File: config.mk
export PLATFORM = sky130hd
export DESIGN_NAME = mem_port_arbiter
export DESIGN_NICKNAME = d
export VERILOG_FILES = /design/src/rtl/mem_port_arbiter.sv
export SDC_FILE = /design/constraint.sdc
export NUM_CORES = 1
export LEC_CHECK = 0
export CORE_MARGIN = 1.5
export CORE_UTILIZATION = 42
export CTS_CLUSTER_SIZE = 30
export DETAILED_ROUTE_END_ITERATION = 8
export GPL_ROUTABILITY_DRIVEN = 0
export MAX_ROUTING_LAYER = met4
export PLACE_DENSITY = 0.81
export SLEW_MARGIN = 10
export SYNTH_ARGS = -nofsm -noshare
export SYNTH_HDL_FRONTEND = slang
export SYNTH_SLANG_ARGS = --single-unit
File: constraint.sdc
create_clock -name clk -period 5.99 [get_ports clk]
set_input_delay 0.599 -clock clk [delete_from_list [all_inputs] [get_ports clk]]
set_output_delay 0.599 -clock clk [all_outputs]
set_load 0.02 [all_outputs]
File: src/rtl/mem_port_arbiter.sv
// Two-port (fetch/data) arbiter in front of one single-port memory with req/ack handshake and access timeout.
// Optional macro ARB_RR_EN selects round-robin arbitration; default build is fixed priority (data over fetch).
module mem_port_arbiter #(
    parameter int ADDR_W  = 32,
    parameter int DATA_W  = 32,
    parameter int TIMEOUT = 16
) (
    input  logic              clk,
    input  logic              rst,
    input  logic              i_req,
    input  logic [ADDR_W-1:0] i_addr,
    output logic              i_ready,
    output logic [DATA_W-1:0] i_rdata,
    input  logic              d_req,
    input  logic              d_we,
    input  logic [ADDR_W-1:0] d_addr,
    input  logic [DATA_W-1:0] d_wdata,
    output logic              d_ready,
    output logic [DATA_W-1:0] d_rdata,
    output logic              bus_err,
    output logic              mem_req,
    output logic              mem_we,
    output logic [ADDR_W-1:0] mem_addr,
    output logic [DATA_W-1:0] mem_wdata,
    input  logic              mem_ack,
    input  logic [DATA_W-1:0] mem_rdata
);

    localparam int                CNT_W     = $clog2(TIMEOUT) + 1;
    localparam logic [CNT_W-1:0]  CNT_LAST  = CNT_W'((TIMEOUT == 0) ? 0 : TIMEOUT - 1);
    localparam logic [ADDR_W-1:0] WORD_MASK = ~ADDR_W'(3);

    typedef enum logic [1:0] {
        S_IDLE,
        S_ACCESS,
        S_RESP
    } state_t;

    state_t           r_state;
    logic             r_grant_d;
    logic [CNT_W-1:0] r_cnt;
    logic             w_any_req;
    logic             w_grant_d;
    logic             w_timeout;

`ifdef ARB_RR_EN
    logic r_last_d;

    // On a tie the port that did not win last time gets the memory.
    assign w_grant_d = d_req && (!i_req || !r_last_d);
`else
    assign w_grant_d = d_req;
`endif

    assign w_any_req = i_req || d_req;
    assign w_timeout = (TIMEOUT != 0) && (r_cnt == CNT_LAST);

    // NOTE: every register below, including the read-data holding registers, is
    // cleared by rst so a reset mid-access leaves no stale pulse or captured data.
    always_ff @(posedge clk or posedge rst) begin
        if (rst) begin
            r_state   <= S_IDLE;
            r_grant_d <= 1'b0;
            r_cnt     <= '0;
`ifdef ARB_RR_EN
            r_last_d  <= 1'b0;
`endif
            i_ready   <= 1'b0;
            i_rdata   <= '0;
            d_ready   <= 1'b0;
            d_rdata   <= '0;
            bus_err   <= 1'b0;
            mem_req   <= 1'b0;
            mem_we    <= 1'b0;
            mem_addr  <= '0;
            mem_wdata <= '0;
        end else begin
            // NOTE: non-blocking defaults make the ready/error outputs single-cycle pulses
            // without any extra clearing logic; later assignments in the case win.
            i_ready <= 1'b0;
            d_ready <= 1'b0;
            bus_err <= 1'b0;

            case (r_state)
                S_IDLE: begin
                    if (w_any_req) begin
                        r_grant_d <= w_grant_d;
`ifdef ARB_RR_EN
                        r_last_d  <= w_grant_d;
`endif
                        r_cnt     <= '0;
                        mem_req   <= 1'b1;
                        mem_we    <= w_grant_d ? d_we : 1'b0;
                        mem_addr  <= (w_grant_d ? d_addr : i_addr) & WORD_MASK;
                        mem_wdata <= w_grant_d ? d_wdata : '0;
                        r_state   <= S_ACCESS;
                    end
                end

                S_ACCESS: begin
                    // An ack on the timeout cycle still counts as a good completion.
                    if (mem_ack || w_timeout) begin
                        mem_req <= 1'b0;
                        bus_err <= !mem_ack;
                        if (r_grant_d) begin
                            d_ready <= 1'b1;
                            if (!mem_we) begin
                                d_rdata <= mem_ack ? mem_rdata : '0;
                            end
                        end else begin
                            i_ready <= 1'b1;
                            i_rdata <= mem_ack ? mem_rdata : '0;
                        end
                        r_state <= S_RESP;
                    end else begin
                        r_cnt <= r_cnt + 1'b1;
                    end
                end

                // Ready is visible during this cycle; the requester drops req before IDLE re-arbitrates.
                S_RESP: begin
                    r_state <= S_IDLE;
                end

                default: begin
                    r_state <= S_IDLE;
                end
            endcase
        end
    end

endmodule

==> out/metrics.csv, run 1 <==
metric,value,unit
Arrival @ worst endpoint,2.78,ns
RSZ-0062 raised after global routing,no,
"Cell Area, Synth",5830,µm²
final wirelength,15600,µm
Comb pwr share,44.8,%
pwr/cell area,529,nW/µm²
worst hold path type,register to register,
slowest CP cell,buf_4,
Post-Syn Area per Cell,13.7,µm²
final hold slack,0.466,ns
FF/Latch Area,3480,µm²
Post-Synthesis Cells,426,
"antenna viol nets, final",0,
Total Routing Usage GR,22.4,%
Final Util,68.3,%
warnings from Yosys,0,
critical path's largest stage delay,0.55,ns
DRC,0,
crit-path cells,"clkdlybuf4s50_1, buf_4, nor2_2, nor4b_4, buf_4, mux2_2",
Post-synth EDFFs,0,
initial DRC count,269,
initial antenna violation count,0,
simple-gate portion of the synthesized area,5.71,%
area grow syn2layout,57.1,%
Die W,121,µm
buffers added on ports,260,
CP Launch Type,input port,
Max-cap violations,0,
post-route setup slack,3.51,ns
drt wl/cell,18.0,µm
IO Count,267,
pre-CTS worst setup slack,3.09,ns
clock slew at reported path FFs,0.06,ns
mux cell area share after synthesis,19.8,%
Post-layout nets,814,
static leakage power,0.00400,µW
fillers,988,
Worst EP required,6.28,ns
Die Height,121,µm
total negative setup slack,0,ns
Yosys reg bits,139,
CTS hold repair buffers,0,
Synth Flop Type,dfrtp_1,
Sw Pwr,1690,µW
WS Path Type,input port to register,
Vias/cell,5.09,
max-slew violations,0,
Row Count,42,
slew margin rel.,19.9,%
clock network fraction of design power,22.5,%
status,"complete, no violations",
"Clk Latency, worst-skew pair",0.41,ns
Post-synth ARST share,100,%
Tightest Pin Transition,1.20,ns
DRT Pass-1 Iters,4,
"Seq/Total Area, Yosys",59.7,%
internal power,3160,µW
CTS Root Buffer Type,clkbuf_16,
layout cells sized above 1,16.2,%
endpoints failing setup,0,
Num CTS Buffers,17,
H-tree levels,4,
Initial Utilization,43.5,%
Max Freq,403,MHz
CTS tree,done,
largest family of logic cells by synthesized area,multiplexers,
Crit. End Element,register,
VDD IR-drop max,0.260,mV
Finished Layout Cells,867,
first-pass GRT wire length,24500,µm
Synth Area in XOR/XNOR,0,%
ANT cells,0,
Tmin final,2.48,ns
final period utilization,41.5,%
core outline area,13400,µm²
part of the power in registers,32.7,%
DR vias,4413,
Netlist cell types,34,
postcts setup bufs,0,
skew final,0.0116,ns
placed insts,835,
CTS Sinks,139,
total gr overflow,0,
Clock Path Buffers,2,
switching share of power,34.8,%
largest net degree at the start of global routing,74,
cell repeated most along the worst path,buf_4,
area of the multi-input gates,2180,µm²
Detailed Place HPWL,10900,µm
post-CTS sizing,0,
Adder-Cell Fraction of Synth Area,0.429,%
crit path max fanout,36,
endpoints failing hold,0,
die area,14600,µm²
post-synthesis compound-gate area fraction,11.1,%
vias in the first global route,4717,
-- synth_stat cells, types with 2 or more instances --
cell | count | share of area [%]
dfrtp_1 | 139 | 60
buf_4 | 2 | 0.26
ha_1 | 2 | 0.43
buf_2 | 9 | 0.77
nor2_1 | 3 | 0.19
inv_1 | 3 | 0.19
mux2_2 | 33 | 6.4
o21ai_0 | 59 | 5.1
and2_1 | 31 | 3.3
o21ai_1 | 5 | 0.43
nand2_1 | 2 | 0.13
a21oi_1 | 2 | 0.17
and2_2 | 3 | 0.39
mux2_4 | 30 | 7.7
mux2i_1 | 32 | 5.5
a22o_1 | 33 | 5.0
buf_6 | 4 | 0.77
clkbuf_1 | 18 | 1.2
-- flip-flops by register name, summed over array words and instances, names as in the netlist --
register / count
mem_we: 1
d_ready: 1
mem_addr: 30
r_state: 2
r_cnt: 5
mem_wdata: 32
i_rdata: 32
bus_err: 1
d_rdata: 32
i_ready: 1
mem_req: 1
r_grant_d: 1
-- cells in the final DEF (no fill, tap or decap), types with 2 or more instances in the layout --
master / synthesis / layout
a22o_1: 33 / 33
mux2_2: 33 / 33
bufinv_16: 0 / 4
o21ai_1: 5 / 5
and2_2: 3 / 3
inv_1: 3 / 2
conb_1: 1 / 2
clkbuf_16: 0 / 17
mux2i_1: 32 / 32
and2_1: 31 / 31
clkinvlp_4: 0 / 4
inv_6: 0 / 2
nand2_1: 2 / 2
clkinv_2: 0 / 2
dfrtp_1: 139 / 139
nor2_2: 1 / 2
clkdlybuf4s50_1: 0 / 259
o21ai_0: 59 / 58
clkinv_4: 0 / 3
ha_1: 2 / 2
nor2_1: 3 / 2
mux2_4: 30 / 30
a21oi_1: 2 / 2
buf_4: 2 / 5
-- routing by layer --
| layer | vias to the layer above | wire [µm] | track usage [%] | part of all wire, % |
|---|---|---|---|---|
| met2 | 194 | 7860 | 37.1 | 50 |
| met1 | 2176 | 6390 | 26.4 | 41 |
| met4 | 0 | 344 | 7.65 | 2.2 |
| met3 | 24 | 996 | 6.42 | 6.4 |
| li1 | 2019 | - | - | - |
| met5 | - | 0 | - | 0 |
-- path summary, 6_finish.rpt --
kind                                      startpoint                       end  slack [ns]  depth (start not counted)
worst max-delay path                         mem_ack   d_rdata[30]$_DFFE_PP0P_        3.51                          6
worst min-delay path            r_cnt[3]$_DFFE_PP0P_      r_cnt[3]$_DFFE_PP0P_        0.47                          1
worst max register to register  r_cnt[0]$_DFFE_PP0P_   d_rdata[30]$_DFFE_PP0P_        3.58                          7
worst min register to register  r_cnt[3]$_DFFE_PP0P_      r_cnt[3]$_DFFE_PP0P_        0.47                          1
max in group asynchronous                        rst  mem_addr[12]$_DFFE_PP0P_        4.00                          3
min in group asynchronous                        rst  mem_wdata[9]$_DFFE_PP0P_        0.67                          2
-- power groups by stage --
stage / Clock [µW] / Sequential (µW) / Combinational, µW
2_1_floorplan: 0 / 2040 / 672
3_3_place_gp: 0 / 1560 / 2130
3_5_place_dp: 0 / 1590 / 2180
4_1_cts: 1110 / 1580 / 2190
5_1_grt: 1160 / 1630 / 2290
6_report: 1090 / 1580 / 2170
-- through the flow --
stage                     total power (µW)  area [µm²]
final                                 4840        9160
after global routing                  5080        9160
after CTS                             4880        9160
after detailed placement              3760        8530
after global placement                3700        8530
after floorplan                       2710        5830
-- critical path: cells and delay by family --
family                 cells  cell delay [ns]
buffers and inverters      3             1.34
AND/OR/NAND/NOR            2             0.41
multiplexers               1             0.40
-- layout make-up --
type,instances,share of cell area (%)
sequential,139,38.0
timing repair buffer,265,28.8
multi-input combinational,252,23.8
clock buffer,18,4.69
tap,176,2.41
clock inverter,14,2.13
inverter,3,0.178
-- cell families (layout without fill, tap and decap cells) --
logic type	count (synthesis)	in the layout
and+or+nand+nor	49	49
other	1	2
muxes	96	96
adders and majority gates	2	2
buffers and inverters	36	300
DFF	139	139
AOI/OAI and AO/OA	103	103
Power figures use the tool's default switching activity.
==> run 2: changes to the inputs <==
clock period = 2.4 ns   (was 5.99 ns; I/O delays follow)
==> out/metrics.csv, run 2 (synthesis results as in run 1) <==
metric,value,unit
status,"complete, no violations",
clock slew at reported path FFs,0.05,ns
max-slew violations,0,
WS Path Type,register to register,
final period utilization,92.5,%
area grow syn2layout,62.2,%
DR vias,4494,
slack of the worst reg-to-reg path,0.18,ns
Sw Pwr,4240,µW
RSZ-0062 raised after global routing,no,
drt wl/cell,18.2,µm
"Clk Latency, worst-skew pair",0.42,ns
layout cells sized above 1,18.0,%
total power,12800,µW
Total Routing Usage GR,23.0,%
Row Count,42,
post-CTS sizing,0,
DR WL met2,8070,µm
DRC,0,
Comb pwr share,43.3,%
die area,14600,µm²
M1 WL,6470,µm
vias in the first global route,4729,
DRT Pass-1 Iters,4,
H-tree levels,4,
Tmin final,2.22,ns
post-route setup slack,0.181,ns
"most common cell after layout, fill and taps aside",clkdlybuf4s50_1,
internal power,8530,µW
worst r2r src,r_cnt[1]$_DFFE_PP0P_,
Num CTS Buffers,17,
Crit. End Element,register,
"antenna viol nets, final",0,
CTS Sinks,139,
part of the power in registers,31.0,%
VDD IR-drop max,0.672,mV
first-pass GRT wire length,24900,µm
pre-CTS worst setup slack,-0.120,ns
slew margin rel.,27.2,%
Max Freq,451,MHz
core outline area,13400,µm²
clock network fraction of design power,25.7,%
most frequent cells in the layout,"clkdlybuf4s50_1 (259), dfrtp_1 (139), o21ai_0 (58)",
switching share of power,33.2,%
Arrival @ worst endpoint,2.51,ns
CTS tree,done,
CP Launch Type,register,
skew final,0.00912,ns
placed insts,850,
crit path max fanout,12,
endpoints failing setup,0,
top sig layer,met4,
static leakage power,0.00416,µW
Die Height,121,µm
worst hold path type,input port to asynchronous set/reset pin,
largest net degree at the start of global routing,39,
Worst EP required,2.69,ns
R2R Path End,d_rdata[20]$_DFFE_PP0P_,
CTS Root Buffer Type,clkbuf_16,
ANT cells,0,
Post-layout nets,830,
Initial Utilization,43.5,%
Finished Layout Cells,883,
Tightest Pin Transition,1.09,ns
initial antenna violation count,0,
buffers added on ports,260,
Max-cap violations,0,
initial DRC count,250,
Largest regs,"d_rdata (32), i_rdata (32), mem_wdata (32)",
Worst R2R Path Depth,8,
endpoints failing hold,0,
total gr overflow,0,
IO Count,267,
Vias/cell,5.09,
Clock Path Buffers,2,
Die W,121,µm
wire length on met3,1210,µm
Detailed Place HPWL,11500,µm
final wirelength,16100,µm
pwr/cell area,1350,nW/µm²
## run 2: changes by cell type in the layout (fill, tap and decap cells not counted), sizes merged, moves of 2 or more
cell,previous run,this run
buf,6,21
bufinv,4,9
inv,4,2
clkinv,5,1
clkinvlp,4,2
clkbuf,18,21
## run 2: how the worst max path moves through the flow
stage / endpoint / start / slack, ns / cells past startpoint
floorplan: d_rdata[0]$_DFFE_PP0P_ / r_cnt[0]$_DFFE_PP0P_ / 0.39 / 7
global placement: i_rdata[12]$_DFFE_PP0P_ / r_cnt[0]$_DFFE_PP0P_ / -0.02 / 7
detailed placement: i_rdata[12]$_DFFE_PP0P_ / r_cnt[1]$_DFFE_PP0P_ / -0.12 / 7
CTS: i_rdata[12]$_DFFE_PP0P_ / r_cnt[1]$_DFFE_PP0P_ / 0.18 / 7
global route: d_rdata[2]$_DFFE_PP0P_ / r_cnt[1]$_DFFE_PP0P_ / 0.11 / 8
finish: d_rdata[20]$_DFFE_PP0P_ / r_cnt[1]$_DFFE_PP0P_ / 0.18 / 8
## run 2: critical path, cell delays in order, from the launching register on
cell	delay, ns
dfrtp_1	0.36
ha_1	0.18
and3_1	0.16
ha_1	0.17
nor2_2	0.08
buf_4	0.15
nor4b_4	0.34
buf_4	0.33
mux2_4	0.33
## run 2: cell type report
cell class / instances / area (µm²)
repair buffers: 280 / 2800
clock buffers: 21 / 460
clock inverters: 11 / 287
inverters: 3 / 15.0
fillers: 957 / 3950
flip-flops and latches: 139 / 3480
well taps: 176 / 220
multi-input cells: 253 / 2190
## run 2: timing repair
item / 4_1_cts / 5_1_grt
buffers inserted: 0 / 0
setup endpoints to repair: 14 / 0
hold buffers: 0 / 0
## run 2: power by group through the flow
stage | registers, µW | logic [µW] | clock network [µW]
finish | 3960 | 5520 | 3280
global route | 4080 | 5830 | 3440
CTS | 3970 | 5570 | 3330
detailed placement | 3980 | 5530 | 0
global placement | 3930 | 5400 | 0
floorplan | 5080 | 1680 | 0
## run 2: stage by stage
stage / instance area (µm²) / hold slack, ns / setup TNS [ns] / util, %
final: 9450 / 0.296 / 0 / 70.5
after global routing: 9450 / 0.328 / 0 / 70.5
after CTS: 9450 / 0.300 / 0 / 70.5
after detailed placement: 8690 / 0.465 / -1.47 / 64.9
after global placement: 8690 / 0.452 / -0.249 / 64.9
after floorplan: 5830 / 0.373 / 0 / -
## run 2: per-layer routing
metal  GRT usage (%)  vias to the layer above
met1            26.7                     2203
met3            7.41                       28
met2            38.0                      205
met4            7.79                        0
met5               -                        -
li1                -                     2058
==> run 3: changes to the inputs <==
CELL_PAD_IN_SITES_DETAIL_PLACEMENT = 1   (was unset)
CELL_PAD_IN_SITES_GLOBAL_PLACEMENT = 2   (was unset)
CORE_UTILIZATION = 26   (was 42)
PLACE_DENSITY = unset   (was 0.81)
PLACE_DENSITY_LB_ADDON = 0.1   (was unset)
==> out/metrics.csv, run 3 (synthesis results as in run 1) <==
metric,value,unit
area of the multi-input gates,2180,µm²
area grow syn2layout,60.7,%
endpoints failing setup,0,
first-pass GRT wire length,27400,µm
die area,23300,µm²
"most common cell after layout, fill and taps aside",clkdlybuf4s50_1,
RSZ-0062 raised after global routing,no,
Final Util,42.8,%
Post-layout nets,821,
Die W,153,µm
core outline area,21900,µm²
largest net degree at the start of global routing,102,
DRT Pass-1 Iters,6,
Row Count,54,
Tightest Pin Transition,0.570,ns
slew margin rel.,62.0,%
DR vias,4402,
placed insts,946,
worst hold path type,input port to register,
Hold Crit Start,d_req,
worst r2r src,r_cnt[0]$_DFFE_PP0P_,
initial DRC count,141,
VDD IR-drop max,0.378,mV
Clock Path Buffers,2,
Hold Path Sink,mem_addr[14]$_DFFE_PP0P_,
fillers,2281,
total gr overflow,0,
Max-cap violations,0,
buffers added on ports,260,
initial antenna violation count,0,
H-tree levels,4,
status,"complete, no violations",
skew final,0.00920,ns
Vias/cell,4.50,
Max Freq,464,MHz
Finished Layout Cells,979,
IO Count,267,
postcts setup bufs,0,
vias in the first global route,4899,
CTS hold repair buffers,0,
Total Routing Usage GR,15.6,%
final wirelength,17300,µm
Worst R2R Path Depth,7,
"Clk Latency, worst-skew pair",0.42,ns
max-slew violations,0,
DRC,0,
Initial Utilization,26.6,%
Min-Delay Path Depth,3,
CTS Sinks,139,
drt wl/cell,17.7,µm
crit path max fanout,32,
Arrival @ worst endpoint,2.45,ns
FF/Latch Area,3480,µm²
R2R Path End,d_rdata[31]$_DFFE_PP0P_,
CTS Root Buffer Type,clkbuf_16,
Tmin final,2.15,ns
Largest regs,"d_rdata (32), i_rdata (32), mem_wdata (32)",
layout cells sized above 1,17.0,%
clock slew at reported path FFs,0.06,ns
Num CTS Buffers,17,
WS Path Type,register to register,
CP Launch Type,register,
CTS tree,done,
"antenna viol nets, final",0,
Die Height,153,µm
Worst EP required,2.69,ns
total negative setup slack,0,ns
Detailed Place HPWL,12200,µm
most frequent cells in the layout,"clkdlybuf4s50_1 (259), dfrtp_1 (139), o21ai_0 (58)",
slack of the worst reg-to-reg path,0.25,ns
endpoints failing hold,0,
static leakage power,0.00404,µW
pwr/cell area,1290,nW/µm²
post-CTS sizing,0,
final period utilization,89.8,%
Crit. End Element,register,
[run 3: cell count changes in the layout (fill, tap and decap cells not counted), sizes merged]
cell	delta
bufinv	-6
buf	-8
diode	+1
inv	+1
clkbuf	-3
nor3	-1
clkinvlp	+2
clkinv	+6
[run 3: power by group]
part	internal (µW)	switching, µW	leakage (µW)
sequential	3360	565	0.00177
combinational	2830	2680	0.00198
clock	1640	1040	0.000286
[run 3: final cells by class]
class                   instances  area share, %
well taps                     280           3.74
clock inverters                14           1.83
flip-flops and latches        139           37.1
multi-input cells             252           23.3
clock buffers                  18           4.58
inverters                       3          0.160
repair buffers                272           29.2
diodes                          1         0.0267
[run 3: worst max-delay path, stage by stage, from the launching register on]
cell,delay (ns)
dfrtp_1,0.39
ha_1,0.20
and3_1,0.17
ha_1,0.21
nor2_2,0.07
nor4b_4,0.31
buf_12,0.31
mux2_2,0.37
[run 3: worst max path at each step]
stage / end / cells past startpoint / slack (ns) / startpoint
6_report: d_rdata[31]$_DFFE_PP0P_ / 7 / 0.25 / r_cnt[0]$_DFFE_PP0P_
3_5_place_dp: i_rdata[15]$_DFFE_PP0P_ / 8 / 0.21 / r_cnt[0]$_DFFE_PP0P_
5_1_grt: d_rdata[31]$_DFFE_PP0P_ / 7 / 0.12 / r_cnt[0]$_DFFE_PP0P_
2_1_floorplan: d_rdata[0]$_DFFE_PP0P_ / 7 / 0.39 / r_cnt[0]$_DFFE_PP0P_
3_3_place_gp: d_rdata[30]$_DFFE_PP0P_ / 7 / 0.26 / r_cnt[0]$_DFFE_PP0P_
4_1_cts: i_rdata[15]$_DFFE_PP0P_ / 8 / 0.21 / r_cnt[0]$_DFFE_PP0P_
[run 3: metrics by stage]
| step | cell area (µm²) | hold slack (ns) | power (µW) | setup slack (ns) |
|---|---|---|---|---|
| 6_report | 9370 | 0.334 | 12100 | 0.245 |
| 5_1_grt | 9360 | 0.360 | 12800 | 0.122 |
| 4_1_cts | 9360 | 0.324 | 12300 | 0.213 |
| 3_5_place_dp | 8760 | 0.473 | 9550 | 0.212 |
| 3_3_place_gp | 8760 | 0.463 | 9450 | 0.264 |
| 2_1_floorplan | 5830 | 0.373 | 6760 | 0.390 |
[run 3: layer usage]
| metal | vias up | wire length (µm) | GRT usage, % |
|---|---|---|---|
| met1 | 2178 | 7530 | 19.0 |
| met5 | - | 0 | - |
| met3 | 16 | 1600 | 6.54 |
| met2 | 172 | 7970 | 23.4 |
| li1 | 2036 | - | - |
| met4 | 0 | 221 | 4.67 |
